**src/rtl/round_robin_pkg.sv**
```systemverilog
// round_robin_pkg
//   Shared constants for the round-robin arbiter slice.
//   N_DEFAULT : default number of requesters.
//   ptr_width : width of the rotating-priority pointer for a given N.
package round_robin_pkg;

    localparam int N_DEFAULT = 4;

    function automatic int ptr_width(input int n);
        return (n <= 2) ? 1 : $clog2(n);
    endfunction

endpackage

```
**src/rtl/round_robin_if.sv**
```systemverilog
// round_robin_if
//   Request/grant bundle between clients and the arbiter.
//   REQ : request vector, bit i = client i wants the resource.
//   GNT : registered one-hot (or zero) grant vector.
//   master : client side (drives REQ, observes GNT).
//   slave  : arbiter side (observes REQ, drives GNT).
interface round_robin_if #(
    parameter int N = 4
);

    logic [N-1:0] REQ;
    logic [N-1:0] GNT;

    modport master (
        output REQ,
        input  GNT
    );

    modport slave (
        input  REQ,
        output GNT
    );

endinterface

```
**src/rtl/round_robin_rr_pick.sv**
```systemverilog
// round_robin_rr_pick
//   Combinational round-robin winner selection.
//   req    : request vector.
//   ptr    : index that holds highest priority this arbitration.
//   valid  : at least one request is present.
//   winner : index of the first requester at or after ptr (with wrap).
//   onehot : one-hot form of winner, zero when nothing requests.
module round_robin_rr_pick
    import round_robin_pkg::*;
#(
    parameter  int N     = N_DEFAULT,
    localparam int PTR_W = ptr_width(N)
) (
    input  logic [N-1:0]     req,
    input  logic [PTR_W-1:0] ptr,
    output logic             valid,
    output logic [PTR_W-1:0] winner,
    output logic [N-1:0]     onehot
);

    logic [2*N-1:0]   req_dbl;
    logic [N-1:0]     req_rot;
    logic [PTR_W-1:0] first;
    int unsigned      sum;

    always_comb begin
        // Rotating right by ptr puts requester ptr at bit 0, so a plain
        // LSB-first pick on the rotated vector is the round-robin choice.
        req_dbl = {req, req};
        req_rot = req_dbl[ptr +: N];

        valid = 1'b0;
        first = '0;
        for (int i = N - 1; i >= 0; i--) begin
            if (req_rot[i]) begin
                valid = 1'b1;
                first = PTR_W'(i);
            end
        end

        // Rotate the pick back into absolute index space (mod N, which
        // need not be a power of two).
        sum = int'(unsigned'(first)) + int'(unsigned'(ptr));
        if (sum >= N) begin
            sum = sum - N;
        end
        winner = PTR_W'(sum);

        onehot = '0;
        if (valid) begin
            onehot[winner] = 1'b1;
        end
    end

endmodule

```
**src/rtl/round_robin.sv**
```systemverilog
// round_robin
//   Registered N-way round-robin arbiter. REQ is sampled on every rising
//   edge and a one-hot grant appears on GNT the following cycle; priority
//   rotates to just past the last winner.
//   clk  : system clock.
//   rstn : synchronous reset, active HIGH despite the name.
//   bus  : slave side of round_robin_if (REQ in, GNT out).
module round_robin
    import round_robin_pkg::*;
#(
    parameter int N = N_DEFAULT
) (
    input logic        clk,
    input logic        rstn,
    round_robin_if.slave bus
);

    localparam int PTR_W = ptr_width(N);

    logic [N-1:0]     gnt_q;
    logic [PTR_W-1:0] ptr;

    logic             pick_valid;
    logic [PTR_W-1:0] pick_winner;
    logic [N-1:0]     pick_onehot;

    round_robin_rr_pick #(
        .N (N)
    ) u_pick (
        .req    (bus.REQ),
        .ptr    (ptr),
        .valid  (pick_valid),
        .winner (pick_winner),
        .onehot (pick_onehot)
    );

    always_ff @(posedge clk) begin
        if (rstn) begin
            gnt_q <= '0;
            ptr   <= '0;
        end else begin
            // An idle cycle keeps ptr so priority resumes where it left off.
            gnt_q <= pick_onehot;
            if (pick_valid) begin
                ptr <= (pick_winner == PTR_W'(N - 1)) ? '0 : pick_winner + 1'b1;
            end
        end
    end

    assign bus.GNT = gnt_q;

endmodule

```
**src/flat_wrapper.sv**
```systemverilog
// flat-port wrapper written by rule: the top's interface ports become plain ports
module round_robin_flat import round_robin_pkg::*;
#(
    parameter int N = N_DEFAULT
)
  (clk, rstn, bus_REQ, bus_GNT);
  round_robin_if #(.N(N)) bus_i ();
  input logic clk;
  input logic rstn;
  input wire logic [$bits(bus_i.REQ)-1:0] bus_REQ;
  output wire logic [$bits(bus_i.GNT)-1:0] bus_GNT;
  assign bus_i.REQ = bus_REQ;
  assign bus_GNT = bus_i.GNT;
  round_robin #(.N(N)) u_core (.clk(clk), .rstn(rstn), .bus(bus_i));
endmodule
```
**config.mk**
```make
export PLATFORM = sky130hd
export DESIGN_NAME = round_robin_flat
export DESIGN_NICKNAME = d
export VERILOG_FILES = /design/src/rtl/round_robin_pkg.sv /design/src/rtl/round_robin_if.sv /design/src/rtl/round_robin_rr_pick.sv /design/src/rtl/round_robin.sv /design/src/flat_wrapper.sv
export SDC_FILE = /design/constraint.sdc
export NUM_CORES = 1
export LEC_CHECK = 0
export CAP_MARGIN = 20
export CORE_UTILIZATION = 30
export DETAILED_ROUTE_END_ITERATION = 7
export PLACE_DENSITY = 0.53
export SYNTH_ARGS = -nofsm -noshare
export SYNTH_HDL_FRONTEND = slang
export SYNTH_SLANG_ARGS = --single-unit
```
**constraint.sdc**
```tcl
create_clock -name clk -period 2.15 [get_ports clk]
set_input_delay 0.215 -clock clk [delete_from_list [all_inputs] [get_ports clk]]
set_output_delay 0.215 -clock clk [all_outputs]
set_load 0.01 [all_outputs]
```
==> out/metrics.yaml <==
sta:
  finalSetupViolCount: 0
  fin_skew_ns: 0.00519
  hold_viol: 0
  rsz0062_at_grt: "false"
  slew_headroom_pct: 79.1
  period_share_pct: 93.4
  maxSlewViolCount: 0
  tightest_slew_ns: 0.314
  period_minus_slack_ns: 2.01
  hold_slack_ns: 0.547
  timing.fmax_ghz: 0.498
synthesis:
  ys_ff_latch: 6
  synth_nets: 63
  postSynthCellCount: 55
  syn_area_per_cell_um2: 7.83
  syn-cell-area_um2: 430
  ys_types: 24
  seq_area_frac_synth_pct: 27.9
  yosysWarnings: 0
layout:
  drive_gt1_share_pct: 35.0
  nets: 90
  syn2layout_area_growth_pct: 58.7
  diodes: 0
  postLayoutCellArea_um2: 683
min_path:
  min-delay-path-class: "in2reg"
floorplanning:
  io_pins: 10
  die_y_um: 39.9
  core_area_um2: 1320
  start_util_pct: 32.7
  rows: 13
  die_w_um: 39.9
  dieArea_um2: 1590
global_routing:
  grt_overflow: 0
  grt_first_pass_wirelength_mm: 1.44
  grt_pass1_vias: 365
  track_usage_pct: 13.9
  grt_max_degree: 7
  grt_antenna_before_repair: 0
worst_setup_path:
  crit_arrival_ns: 2.17
  path_class: "in2reg"
  critPathSlowestCell: "clkdlybuf4s50_1"
  cp_max_fo: 2
  cp_common_cell: "a211oi_2"
  max_stage_delay_ns: 0.47
  startpoint_type: "input port"
  endpoint_kind: "flip-flop"
  cp_cell_sequence: "clkdlybuf4s50_1 > nor2_1 > a211oi_2 > a31oi_1 > a211o_1 > ha_2 > xnor2_2 > xnor2_1 > ha_1 > a211oi_2"
  crit_required_ns: 2.31
power:
  p_per_area_nw_per_um2: 1280
  cellLeakagePower_nw: 0.305
  fin_total_pwr_mw: 0.876
  ir_worst_vdd_mv: 0.648
detailed_routing:
  via_per_inst: 4.72
  wl_per_cell_um: 9.80
  ant_nets: 0
  route.detailed.drc: 0
  dr.first_iter.drc_count: 6
  postRouteWirelength_um: 931
  first_pass_iters: 4
  vias: 448
placed_design:
  numPortBuffers: 9
  routabilityCongestion: 0.822
  place_hpwl_um: 776
  place_area_um2: 636
clocking:
  clockRootBuffer: "clkbuf_4"
  clk_latency_ns: 0.24
  cts_hold_buf: 0
  htree_levels: 1
  cts_buffer_depth: 2
  clock-sinks: 6
  cts_tree: "built"
  clk_pin_slew_ns: 0.04
  numCtsBuffers: 3
flow_run:
  drv_cap: 0
run_status:
  outcome: "finished, final reports clean"
-- cell usage after synthesis --
cell / count / share of area (%)
ha_1: 2 / 5.8
nor4_2: 1 / 2.9
and2_1: 1 / 1.5
dfxtp_1: 6 / 28
buf_4: 1 / 1.7
mux2_4: 1 / 3.5
nand3_1: 2 / 2.3
a21oi_1: 3 / 3.5
buf_6: 1 / 2.6
a31oi_1: 1 / 1.5
nor2_1: 14 / 12
nor3_1: 3 / 3.5
xor2_1: 1 / 2.0
nand3b_1: 1 / 1.7
nand2_1: 4 / 3.5
nor4_1: 1 / 1.5
nand2b_1: 1 / 1.5
inv_1: 1 / 0.87
mux2i_1: 2 / 4.7
a211o_1: 1 / 2.0
o22ai_2: 1 / 2.9
xnor2_1: 2 / 4.1
a211oi_1: 3 / 5.2
buf_2: 1 / 1.2
-- worst max-delay path: cells and delay by family --
family	cells	cell delay, ns
AOI/OAI and AO/OA	4	0.67
buffers and inverters	1	0.47
and+or+nand+nor	1	0.05
xor gates and xnor gates	2	0.27
adders and majority gates	2	0.49
-- cell type report --
class	instances	area, um^2
fill	121	634
multi-input combinational	45	305
timing repair buffer	25	211
sequential	6	121
clock buffer	3	22.5
tap	15	18.8
inverter	1	3.75
-- cell usage in the layout (no fill, tap or decap), types with 2 or more instances in the layout --
master,Yosys,routed
a211oi_2,0,2
a21oi_1,3,3
buf_4,1,16
clkbuf_4,0,3
clkdlybuf4s50_1,0,7
dfxtp_1,6,5
mux2i_1,2,2
nand2_1,4,4
nand3_1,2,2
nor2_1,14,13
nor3_1,3,3
-- worst paths after layout --
check / startpoint / to / slack, ns / depth (start not counted)
max: bus_REQ[0] / u_core.ptr[1] / 0.14 / 10
min: bus_REQ[2] / u_core.ptr[0] / 0.55 / 5
max reg2reg: u_core.ptr[0] / u_core.ptr[1] / 0.21 / 9
min reg2reg: u_core.ptr[0] / u_core.ptr[0] / 0.66 / 3
-- power by group --
group | internal [mW] | switching (mW) | total (mW)
Clock | 0.0631 | 0.0407 | 0.104
Combinational | 0.335 | 0.253 | 0.587
Sequential | 0.160 | 0.0253 | 0.185
Total | 0.557 | 0.319 | 0.876
-- logic make-up after synthesis --
group,after synthesis,synth area share (%)
AO/OA/AOI/OAI,9,15.1
multiplexers,3,8.14
XOR/XNOR,3,6.11
AND/OR/NAND/NOR,28,30.5
flip-flops,6,27.9
buffers and inverters,4,6.39
adder cells (fa/ha/maj),2,5.81
-- repair_timing --
item / 4_1_cts / 5_1_grt
hold endpoints to repair: 0 / 0
endpoints found under the setup margin: 1 / 4
resized for setup: 2 / 6
setup buffers: 0 / 0
-- metrics by stage --
step | setup WS, ns | TNS [ns] | instances | util (%)
5_1_grt | 0.00451 | 0 | 95 | 51.9
6_report | 0.142 | 0 | 95 | 51.9
4_1_cts | 0.0288 | 0 | 95 | 50.4
2_1_floorplan | 0.0334 | 0 | 55 | -
3_3_place_gp | -0.244 | -0.732 | 92 | 48.2
3_5_place_dp | -0.340 | -1.06 | 92 | 48.2
-- layer usage --
layer	GRT usage, %	up-vias	share of wire (%)
met5	0	-	0
met2	21.0	6	45
li1	-	243	-
met3	6.82	2	2.9
met4	2.59	0	0.86
met1	17.7	197	51
-- registers in the layout (all words and copies together) (netlist names) --
signal and cells:
u_core.bus.GNT 4, u_core.ptr 2
Note: power is estimated with default switching activity, not from simulation.
